File: src/rtl/scaler_pkg.sv
// Shared scaler definitions: widths, unity scale constant and the phase-accumulator step
// used by both the input and output sides of the scaler.
package scaler_pkg;

    localparam int DW = 24;
    localparam int CW = 10;
    localparam int AW = 11;
    localparam int KW = 8;

    localparam logic [KW-1:0] K_ONE = 8'h40;

    // Returns {sel, accNext}. k==0 never selects; k>=1.0 always selects and leaves acc alone.
    function automatic logic [KW:0] sel_step(input logic [KW-1:0] acc, input logic [KW-1:0] k);
        logic [KW:0] sum;
        logic [KW:0] res;
        sum = {1'b0, acc} + {1'b0, k};
        if (k == '0) begin
            res = {1'b0, acc};
        end else if (k >= K_ONE) begin
            res = {1'b1, acc};
        end else if (sum >= {1'b0, K_ONE}) begin
            res = {1'b1, sum[KW-1:0] - K_ONE};
        end else begin
            res = {1'b0, sum[KW-1:0]};
        end
        return res;
    endfunction

endpackage

File: src/rtl/input_ctrl_phase_acc.sv
// Decimation phase accumulator: reports whether the current sample is kept and
// advances on step. A clear returns it to the frame/line start phase (1.0 - k).
module input_ctrl_phase_acc
    import scaler_pkg::*;
(
    input  logic          clk,
    input  logic          rst,
    input  logic [KW-1:0] k,
    input  logic          clr,
    input  logic          step,
    output logic          sel
);

    logic [KW-1:0] acc;
    logic [KW-1:0] accCur;
    logic [KW-1:0] accNext;
    logic          fresh;

    // The start phase depends on k, so it is applied through a flag rather than a reset value.
    assign accCur         = fresh ? (K_ONE - k) : acc;
    assign {sel, accNext} = sel_step(accCur, k);

    always_ff @(posedge clk or negedge rst) begin
        if (!rst) begin
            acc   <= '0;
            fresh <= 1'b1;
        end else if (clr) begin
            acc   <= '0;
            fresh <= 1'b1;
        end else if (step) begin
            acc   <= accNext;
            fresh <= 1'b0;
        end
    end

endmodule

File: src/rtl/input_ctrl.sv
// Scaler input side: tracks raster position, crops and decimates the pixel stream, and
// writes surviving pixels into the ping-pong line buffer with a line-complete pulse.
module input_ctrl
    import scaler_pkg::*;
(
    input  logic          clk,
    input  logic          rst,
    input  logic          En,
    input  logic          dInEn,
    input  logic [DW-1:0] dIn,
    input  logic [CW-1:0] inXRes,
    input  logic [CW-1:0] xBgn,
    input  logic [CW-1:0] xEnd,
    input  logic [CW-1:0] yBgn,
    input  logic [CW-1:0] yEnd,
    input  logic [KW-1:0] kX,
    input  logic [KW-1:0] kY,
    input  logic [2:0]    fifoNum,
    output logic [AW-1:0] ramWrtAddr,
    output logic          ramWrtEn,
    output logic [DW-1:0] dataOut,
    output logic          jmp,
    output logic          h_valid,
    output logic          v_valid
);

    logic [CW-1:0] x;
    logic [CW-1:0] y;
    logic [CW-1:0] col;
    logic          bank;
    logic          lineKeep;

    logic          valid;
    logic [CW-1:0] xMax;
    logic [CW-1:0] xLast;
    logic          xWrap;
    logic          xZero;
    logic          hin;
    logic          vin;
    logic          xSel;
    logic          ySel;
    logic          lineOk;
    logic          wr;
    logic          lineEnd;

    assign valid = En & dInEn;
    assign xMax  = inXRes - CW'(1);
    assign xLast = (xEnd >= xMax) ? xMax : xEnd;
    assign xWrap = (x == xMax);
    assign xZero = (x == '0);
    assign hin   = (x >= xBgn) && (x <= xEnd);
    assign vin   = (y >= yBgn) && (y <= yEnd);

    // The line decision is made at x==0 and must already apply to that same pixel.
    assign lineOk  = xZero ? (vin & ySel & (fifoNum != '0)) : lineKeep;
    assign wr      = valid & hin & vin & xSel & lineOk;
    assign lineEnd = valid & hin & vin & lineOk & (x == xLast);

    input_ctrl_phase_acc uAccX (
        .clk  (clk),
        .rst  (rst),
        .k    (kX),
        .clr  (~En | (valid & xWrap)),
        .step (valid & hin & vin),
        .sel  (xSel)
    );

    input_ctrl_phase_acc uAccY (
        .clk  (clk),
        .rst  (rst),
        .k    (kY),
        .clr  (~En),
        .step (valid & vin & xZero),
        .sel  (ySel)
    );

    always_ff @(posedge clk or negedge rst) begin
        if (!rst) begin
            x          <= '0;
            y          <= '0;
            col        <= '0;
            bank       <= 1'b0;
            lineKeep   <= 1'b0;
            ramWrtAddr <= '0;
            ramWrtEn   <= 1'b0;
            dataOut    <= '0;
            jmp        <= 1'b0;
            h_valid    <= 1'b0;
            v_valid    <= 1'b0;
        end else if (!En) begin
            x        <= '0;
            y        <= '0;
            col      <= '0;
            lineKeep <= 1'b0;
            ramWrtEn <= 1'b0;
            jmp      <= 1'b0;
            h_valid  <= 1'b0;
            v_valid  <= 1'b0;
        end else begin
            ramWrtEn <= wr;
            jmp      <= lineEnd;
            h_valid  <= valid & hin;
            v_valid  <= valid & vin;
            if (wr) begin
                dataOut    <= dIn;
                ramWrtAddr <= {bank, col};
            end
            if (lineEnd) begin
                col  <= '0;
                bank <= ~bank;
            end else if (wr) begin
                col <= col + CW'(1);
            end
            if (valid) begin
                if (xZero) begin
                    lineKeep <= vin & ySel & (fifoNum != '0);
                end
                if (xWrap) begin
                    x <= '0;
                    if (y != '1) begin
                        y <= y + CW'(1);
                    end
                end else begin
                    x <= x + CW'(1);
                end
            end
        end
    end

endmodule

File: config.mk
export PLATFORM = sky130hd
export DESIGN_NAME = input_ctrl
export DESIGN_NICKNAME = d
export VERILOG_FILES = /design/src/rtl/scaler_pkg.sv /design/src/rtl/input_ctrl_phase_acc.sv /design/src/rtl/input_ctrl.sv
export SDC_FILE = /design/constraint.sdc
export NUM_CORES = 1
export LEC_CHECK = 0
export CELL_PAD_IN_SITES_DETAIL_PLACEMENT = 0
export CELL_PAD_IN_SITES_GLOBAL_PLACEMENT = 1
export CORE_ASPECT_RATIO = 0.7
export CORE_MARGIN = 2
export CORE_UTILIZATION = 43
export DETAILED_ROUTE_END_ITERATION = 16
export HOLD_SLACK_MARGIN = 0.02
export PLACE_DENSITY_LB_ADDON = 0.08
export SYNTH_ARGS = -nofsm -noshare
export SYNTH_HDL_FRONTEND = slang
export SYNTH_HIERARCHICAL = 1
export SYNTH_SLANG_ARGS = --single-unit
File: constraint.sdc
create_clock -name clk -period 7.7 [get_ports clk]
set_input_delay 1.925 -clock clk [delete_from_list [all_inputs] [get_ports clk]]
set_output_delay 1.925 -clock clk [all_outputs]
set_load 0.02 [all_outputs]
# Word level (Yosys, flattened, before mapping)

Cells that the tools add are included.

Logic and storage cells: 101
Bits of input ports: 97
Output and inout bits: 39
Flip-flop bits (word level): 89

Multiplexer cells: 34
Reductions and logical operators: 10
Add/subtract/negate cells: 10
Magnitude comparators: 9
Bitwise gates (word level): 15
Eq/ne operators: 8

Operator list:

| kind                    | count |
|---|---|
| $mux W10                | 11 |
| $mux W9                 | 6 |
| $mux W8                 | 6 |
| $add A10 B1 Y10 const B | 3 |
| $ge A10 B10 Y1          | 3 |
| $eq A10 B10 Y1          | 2 |
| $le A10 B10 Y1          | 2 |
| $add A8 B8 Y9           | 2 |
| $ge A9 B7 Y1 const B    | 2 |
| $ge A8 B7 Y1 const B    | 2 |
| $logic_not A8 Y1        | 2 |
| $sub A7 B8 Y8 const A   | 2 |
| $sub A8 B7 Y8 const B   | 2 |
| $and A1 B1 Y1           | 12 |
| $mux W1                 | 11 |
| $logic_not A10 Y1       | 1 |
| $ne A10 B10 Y1 const B  | 1 |
| $sub A10 B1 Y10 const B | 1 |
| $ne A2 B1 Y1 const B    | 4 |
| $reduce_and A2 Y1       | 2 |
| $ne A3 B1 Y1 const B    | 1 |
| $reduce_and A3 Y1       | 1 |
| $reduce_bool A3 Y1      | 1 |
| $logic_and A1 B1 Y1     | 2 |
| 3 further kinds         | 4 |

# Longest topological paths before layout

Gate-level depths: netlist of run 1.

Depth after elaboration: 14
Gate-level depth with buffers: 25
Depth with buffers taken out: 23

# Hierarchy

Netlist of run 1, hierarchy kept.

Modules (own cells, without submodules):

| module               | cells each | instances | area each (um^2) |
|---|---|---|---|
| input_ctrl           | 591        | 1         | 5024.8 |
| input_ctrl_phase_acc | 130        | 2         | 1098.6 |

# Worst setup path after synthesis of run 1

No wires, ideal clock.

Path type: input to register
Start: in kY[1]
End: reg col[5]
Arrival time: 5.849 ns
Path buffers: 2
Required time: 7.623 ns
Slack: 1.774 ns
Cell stages on the path: 25
Cells stage by stage: inv_1 > ha_1 > nand2_1 > xor2_1 > mux2_2 > ha_1 > a21oi_1 > o211ai_1 > nand3b_1 > nor2b_1 > xor2_1 > ha_1 > nand4b_1 > o41ai_2 > nor3_1 > o21ai_1 > o31a_1 > mux2i_1 > nor2b_1 > nand4b_1 > clkbuf_1 > inv_2 > clkbuf_1 > nand3b_1 > a21oi_1

Cells in the longest elaborated chain, start to end: 14
Elaborated cells on any way between the ends: 18

RTL lines:

| item                            | line                       | source |
|---|---|---|
| start: declaration              | input_ctrl.sv:17           | `input logic [KW-1:0] kY,` |
| $sub A7 B8 Y8                   | input_ctrl_phase_acc.sv:20 | `assign accCur = fresh ? (K_ONE - k) : acc;` |
| $mux W8                         | input_ctrl_phase_acc.sv:20 |  |
| $add A8 B8 Y9                   | scaler_pkg.sv:16           | `sum = {1'b0, acc} + {1'b0, k};` |
| $ge A9 B7 Y1                    | scaler_pkg.sv:21           | `end else if (sum >= {1'b0, K_ONE}) begin` |
| $mux W9                         | scaler_pkg.sv:21           |  |
| $mux W9                         | scaler_pkg.sv:19           | `end else if (k >= K_ONE) begin` |
| $mux W9 (*)                     | scaler_pkg.sv:17           | `if (k == '0) begin` |
| net ySel                        | input_ctrl.sv:41           | `logic ySel;` |
| $and A1 B1 Y1 (*) (2 in series) | input_ctrl.sv:55           | `assign lineOk = xZero ? (vin & ySel & (fifoNum != '0)) : lineKeep;` |
| $mux W1 (*)                     | --                         |  |
| $and A1 B1 Y1 (2 in series)     | input_ctrl.sv:57           | `assign lineEnd = valid & hin & vin & lineOk & (x == xLast);` |
| $mux W10                        | input_ctrl.sv:108          | `if (lineEnd) begin` |
| $mux W10                        | input_ctrl.sv:90           | `end else if (!En) begin` |
| end signal: assignment          | input_ctrl.sv:112          | `col <= col + CW'(1);` |
| end: declaration                | input_ctrl.sv:29           | `logic [CW-1:0] col;` |

The timed path passes the listed nets; every way through them passes the cells marked *.
A chain may end at the register's enable or synchronous reset.

# Worst setup path after layout of run 1

Start: in kY[2]
End: reg col[6]

Same word-level chain as after synthesis.

==> summary.txt, run 1 <==
STA
  • Minimum period implied by the final worst setup slack: 6.85 ns
  • Layout Skew: around 0.011 ns
  • Slew Limit Fails: 0
  • Final count of hold timing violations: 0
  • Fmax: 0.146 GHz
  • Max-slew headroom: roughly a fifth
  • Unrepaired setup endpoints after global routing: false
  • Setup WS post-layout: 0.847 ns
  • # setup viols final: 0
  • Final period util: 89.0%
  • Final setup TNS: 0 ns
  • Worst-Margin Slew: 1.18 ns
  • Fin Hold WS: 0.474 ns

Final layout
  • Most frequent cells in the layout: 146 x nand2_1, 134 x clkdlybuf4s50_1, 87 x dfrtp_1, 79 x nor2_1, 77 x ha_1
  • Cell area after layout: 0.00903 mm^2
  • Commonest non-fill, non-tap cell in the layout: nand2_1
  • Filler Cells Inserted: 1563
  • Ant. Diodes: 0
  • Multi-input logic area: 0.00457 mm^2
  • Final net count: 1152
  • Synthesis-to-finish area growth: 25.0%
  • Layout cells sized above 1: 7.14%
  • Seq. cell area: 0.00223 mm^2

Power and ir drop
  • Total power per unit cell area: roughly 130 mW/mm^2
  • Worst VDD drop: around 94 uV
  • Leakage power total: 0.00421 uW

Drt
  • Total routed wirelength: 18.1 mm
  • DR WL/cell: 15.0 um
  • DR pass1 iterations: 5
  • Vias per cell: 5.15
  • Iteration-0 DRC Markers: between 300 and 400
  • DRC: 0
  • Post-route ant nets: 0
  • DR vias: ~6200

Min path
  • Hold WC Path Type: flip-flop to flip-flop

GRT
  • Met1 Usage GRT: 32.7%
  • Met3 Usage GRT: 3.77%
  • Vias in the first global route: 5874
  • First-pass GRT wire length: 30.3 mm
  • Gr usage total: 20.6%
  • Busiest grt layer: met1
  • Initial antenna violation count: 0
  • Total congestion overflow: 0
  • M2 GR Usage: 29.7%
  • Largest net degree at the start of global routing: 52

Worst setup path
  • Max incr delay on CP: 0.52 ns
  • Critical path peak fanout: between 40 and 50
  • CP max-delay cell: clkdlybuf4s50_1
  • Endpoint class of the critical path: flip-flop
  • Crit path kind: input pin to flip-flop
  • Worst EP required: 7.93 ns
  • Worst path cell trace: clkdlybuf4s50_1, or3_4, xor2_1, mux2_2, ha_1, o21ai_0, a21oi_1, o311ai_1, ha_1, nand4b_1, o41ai_2, nor3_1, o21ai_1, o31a_1, mux2i_1, nor2b_1, nand4b_1, buf_4, and2_1, o21ai_0, a21oi_1
  • Crit start category: input pin
  • Crit path DAT: 7.08 ns

Synth
  • Post-synth EDFFs: 0
  • Syn Inst Count: 851
  • Cell Area, Synth: 0.00722 mm^2
  • Synth Net Count: 1027
  • Synth top area cells: dfrtp_1 30%, ha_1 13%, nand2_1 7.6%
  • #FFs+latches synth: 89
  • Area leader, netlist: dfrtp_1
  • Fraction of registers with async set/reset: 100%
  • Netlist cell types: 78
  • Post-synth top area share: 30.1%
  • Avg Cell Area, Syn: 8.49 um^2
  • Register area share after synthesis: 30.9%
  • Ys flop type: dfrtp_1
  • Yosys warnings: 6

Clock network
  • Clk sinks: between 80 and 90
  • Cts bufs inserted: 9
  • CTS Root Cell: clkbuf_16
  • Clock Path Buffers: 2
  • CTS HTree Levels: 3
  • Clock Latency Late Sink: between 0.3 and 0.4 ns
  • Clk slew on worst S/H paths: 0.07 ns
  • CTS tree: yes
  • Hold buffers post-CTS: 0
  • CTS-repair resized insts: 0
  • Setup repair bufs after CTS: 0

Floorplan
  • Core ar.: 0.0164 mm^2
  • Die ar.: 0.0179 mm^2
  • Chip Width: 159 um
  • Rows: 39
  • Die height: 112 um
  • Initial Utilization: between 40 and 50%
  • # IOs: 136

Run
  • Max-Cap Viols: 0

Place
  • Gpl congestion: 0.854
  • Post-DP Area: 0.00873 mm^2
  • Pre-CTS WS: 0.517 ns
  • Hpwl dp: between 10 and 15 mm
  • IO Port Bufs: between 100 and 150

Status
  • Outcome: finished, final reports clean
per-stage QoR:
step                power [uW]  utilization (%)  cells
floorplan                  657                -    851
global placement           771             53.3   1190
detailed placement         769             53.3   1190
CTS                       1210             55.1   1206
global route              1270             55.1   1206
finish                    1190             55.1   1206
flip-flops by register name (all words and copies together), names as in the netlist:
name         count
bank             1
ramWrtEn         1
uAccY/fresh      1
uAccX/fresh      1
h_valid          1
lineKeep         1
x               10
dataOut         24
y               10
uAccX/acc        8
jmp              1
v_valid          1
uAccY/acc        8
ramWrtAddr      11
col             10
path summary, 6_finish.rpt:
path                                          from                       end  slack, ns  cells after the start
hold / removal             dataOut[13]$_DFFE_PN0P_   dataOut[13]$_DFFE_PN0P_       0.47                      2
hold reg to reg            dataOut[13]$_DFFE_PN0P_   dataOut[13]$_DFFE_PN0P_       0.47                      2
min in group asynchronous                      rst  uAccX/acc[5]$_DFFE_PN0P_       1.54                      1
max in group asynchronous                      rst    dataOut[9]$_DFFE_PN0P_       5.12                      2
setup / recovery                             kY[2]        col[6]$_DFFE_PN0P_       0.85                     21
setup reg to reg           uAccY/fresh$_DFFE_PN1P_        col[6]$_DFFE_PN0P_       2.67                     20
power by group:
part | switching [uW] | internal, uW
sequential | 4.99 | 469
clock | 203 | 229
combinational | 153 | 135
routing by layer:
layer | part of all wire, % | vias to the layer above
met1 | 55 | 2837
met4 | 0.20 | 0
met5 | 0 | -
li1 | - | 3218
met2 | 40 | 156
met3 | 4.8 | 2
critical path, delay by kind of cell:
family / cells / cell delay [ns]
AOI/OAI and AO/OA: 8 / 1.93
and+or+nand+nor: 6 / 1.31
buffers and inverters: 2 / 0.86
adders and majority gates: 2 / 0.53
muxes: 2 / 0.39
xor gates and xnor gates: 1 / 0.15
cell usage after synthesis (7+ instances only):
library cell	instances
and3_1	7
mux2_2	10
nand3b_1	9
nor3_1	15
or3_1	8
nand3_1	15
nand4_1	13
dfrtp_1	87
ha_1	77
nor2_1	79
clkbuf_1	13
o211ai_1	8
nor2b_1	7
nand2b_1	10
a211oi_1	20
mux2i_1	14
xor2_1	25
inv_1	71
nand2_1	146
xnor2_1	26
o21ai_1	7
o21ai_0	24
a21oi_1	44
area by class of cell:
class,instances,share of cell area [%]
clock buffer,9,2.49
clock inverter,7,0.762
inverter,72,2.99
multi-input combinational,664,50.6
sequential,89,24.7
tap,225,3.12
timing repair buffer,140,15.4
cell families (layout without fill, tap and decap cells):
kind of cell             after synthesis  after routing  synth area share, %
AND/OR/NAND/NOR                      348            348                 23.3
AO/OA/AOI/OAI                        156            156                 14.5
buffers and inverters                 98            228                 5.89
flip-flops                            89             89                 30.9
adder cells (fa/ha/maj)               79             79                 13.9
XOR/XNOR                              55             55                 7.64
multiplexers                          26             26                 3.92
Note: power is estimated with default switching activity, not from simulation.
==> run 2: changes to the inputs <==
--- a/config.mk
+++ b/config.mk
@@ -11,6 +11,7 @@
 export CORE_MARGIN = 2
 export CORE_UTILIZATION = 43
 export DETAILED_ROUTE_END_ITERATION = 16
+export GPL_TIMING_DRIVEN = 0
 export HOLD_SLACK_MARGIN = 0.02
 export PLACE_DENSITY_LB_ADDON = 0.08
 export SYNTH_ARGS = -nofsm -noshare
==> run 2 against run 1 <==
  * Register-to-register slack worse by 0.37 ns
  * Clock power is 1% higher
  * Count of clock-buffer cells in the layout stayed put
  * Sequential cell count stayed put
  * Via count is 1.4% higher
  * Critical path depth is 5 higher
  * Sequential power hardly changed
  * Core utilization is 0.85 points higher
  * Worst hold slack worse by 0.0021 ns
  * Routed wire length is 1.2% higher
  * Clock skew is 0.00062 ns higher
  * Total power is 0.93% higher
  * Critical path type unchanged
  * Highest routed layer unchanged
==> summary.txt, run 2 (same netlist as run 1, synthesis figures left out) <==
Clock network
  • CTS Root Cell: clkbuf_16
  • Clk sinks: a little under 90
  • CTS HTree Levels: 3
  • Clock Latency Late Sink: approximately 0.35 ns
  • CTS tree: yes
  • Clk slew on worst S/H paths: 0.07 ns
  • Hold buffers post-CTS: 0
  • Cts bufs inserted: 9
  • Clock Path Buffers: 2
  • Setup repair bufs after CTS: 0

Worst setup path
  • R2R Path End: dataOut[8]$_DFFE_PN0P_
  • Crit start category: input pin
  • Delay-heaviest family, CP: buffers and inverters
  • R2R setup slack: about 2.3 ns
  • Reg-to-Reg Start: uAccY/fresh$_DFFE_PN1P_
  • Worst EP required: 7.98 ns
  • Buf/Inv on CP: 5
  • CP max-delay cell: clkdlybuf4s50_1
  • Crit path kind: input pin to flip-flop
  • Crit path DAT: 7.41 ns
  • R2R depth: 22
  • Endpoint class of the critical path: flip-flop
  • Max incr delay on CP: 0.48 ns
  • Critical path peak fanout: 10

Floorplan
  • Initial Utilization: 44.0%
  • Die ar.: 0.0179 mm^2
  • Rows: 39
  • Core ar.: between 0.015 and 0.02 mm^2
  • # IOs: around 140
  • Chip Width: ~160 um
  • Die height: about 110 um

Power and ir drop
  • Internal Pwr Total: between 800 and 900 uW
  • Total power per unit cell area: between 100 and 150 mW/mm^2
  • Net switching power: 370 uW
  • Clk network pwr share: 36.3%
  • Switching Fraction: approximately 31%
  • Worst VDD drop: 87.3 uV
  • Gate power share: 24.5%
  • Leakage power total: roughly 0.0043 uW
  • Reg power frac: 39.2%

Status
  • Outcome: finished, final reports clean

Drt
  • Vias per cell: 5.14
  • Post-route ant nets: 0
  • DR pass1 iterations: 5
  • DR vias: 6301
  • Iteration-0 DRC Markers: 361
  • Total routed wirelength: 18.3 mm
  • DR WL/cell: ~15 um
  • DRC: 0

GRT
  • Total congestion overflow: 0
  • First-pass GRT wire length: 30.3 mm
  • Largest net degree at the start of global routing: 57
  • Initial antenna violation count: 0
  • Gr usage total: 20.8%
  • Vias in the first global route: 5935

Final layout
  • Final net count: 1173
  • Commonest non-fill, non-tap cell in the layout: nand2_1
  • Reg with most FFs: dataOut
  • Max reg flops: 24
  • Post-layout util: between 50 and 60%
  • Layout cells sized above 1: under 10%
  • Biggest regs: dataOut x24, ramWrtAddr x11
  • Most frequent cells in the layout: 146 x nand2_1, 133 x clkdlybuf4s50_1, 87 x dfrtp_1, 79 x nor2_1, 77 x ha_1
  • Synthesis-to-finish area growth: 26.9%
  • Ant. Diodes: 0

STA
  • Final count of hold timing violations: 0
  • Minimum period implied by the final worst setup slack: 7.13 ns
  • Final setup TNS: 0 ns
  • Fmax: 0.140 GHz
  • # setup viols final: 0
  • Slew Limit Fails: 0
  • Max-slew headroom: between 50% and 60%
  • Worst-Margin Slew: approximately 0.7 ns
  • Final period util: between 90% and 100%
  • Layout Skew: 0.0117 ns
  • Unrepaired setup endpoints after global routing: false

Place
  • IO Port Bufs: about 130
  • Gpl congestion: 0.864
  • Hpwl dp: 14.6 mm

Min path
  • Hold depth: 2
  • Hold path endpoint: dataOut[1]$_DFFE_PN0P_
  • Hold path startpoint: dataOut[1]$_DFFE_PN0P_
  • Hold WC Path Type: flip-flop to flip-flop

Run
  • Max-Cap Viols: 0
==> run 2: final cells by class <==
cell class	instances	area, um^2
Timing Repair Buffer	135	1370
Buffer	26	156
Tap cell	225	282
Clock buffer	9	225
Clock inverter	7	71.3
Sequential cell	89	2230
Multi-Input combinational cell	664	4570
Inverter	72	270
Fill cell	1575	7230
==> run 2: worst min-delay path, cell delays in order (launching register included) <==
cell and delay, ns:
dfrtp_1 0.34, nand2_1 0.05, nand2_1 0.05
==> run 2: metal layers <==
| layer | up-vias | wire length (um) | track usage (%) |
|---|---|---|---|
| met4 | 0 | 99 | 3.33 |
| li1 | 3256 | - | - |
| met1 | 2892 | 10100 | 33.4 |
| met3 | 7 | 939 | 3.81 |
| met2 | 146 | 7150 | 29.2 |
| met5 | - | 0 | 0 |
==> run 2: stage by stage <==
step	worst slack [ns]	std cells	power [uW]	area, um^2	hold WS (ns)
after floorplan	1.77	851	657	7220	0.441
after global placement	0.121	1210	772	8840	0.457
after detailed placement	0.143	1211	774	8870	0.462
after CTS	0.472	1227	1220	9170	0.479
after global routing	0.00978	1227	1270	9170	0.500
final	0.568	1227	1210	9170	0.472
==> run 2: worst max path at each step <==
stage / start / endpoint / depth (start not counted)
2_1_floorplan: kY[1] / col[5]$_DFFE_PN0P_ / 25
3_3_place_gp: kY[1] / col[7]$_DFFE_PN0P_ / 26
3_5_place_dp: kY[1] / col[7]$_DFFE_PN0P_ / 26
4_1_cts: kY[0] / col[7]$_DFFE_PN0P_ / 25
5_1_grt: kY[4] / dataOut[14]$_DFFE_PN0P_ / 23
6_report: kY[1] / dataOut[8]$_DFFE_PN0P_ / 26
==> run 2: power by group through the flow <==
stage | Sequential, uW | Combinational (uW) | Clock (uW)
2_1_floorplan | 481 | 176 | 0
3_3_place_gp | 482 | 290 | 0
3_5_place_dp | 482 | 292 | 0
4_1_cts | 473 | 294 | 452
5_1_grt | 473 | 328 | 471
6_report | 473 | 295 | 438
==> run 2: what timing repair did <==
action / 4_1_cts / 5_1_grt
endpoints found under the hold margin: 0 / 0
resized for setup: 0 / 2
endpoints found under the setup margin: 0 / 1
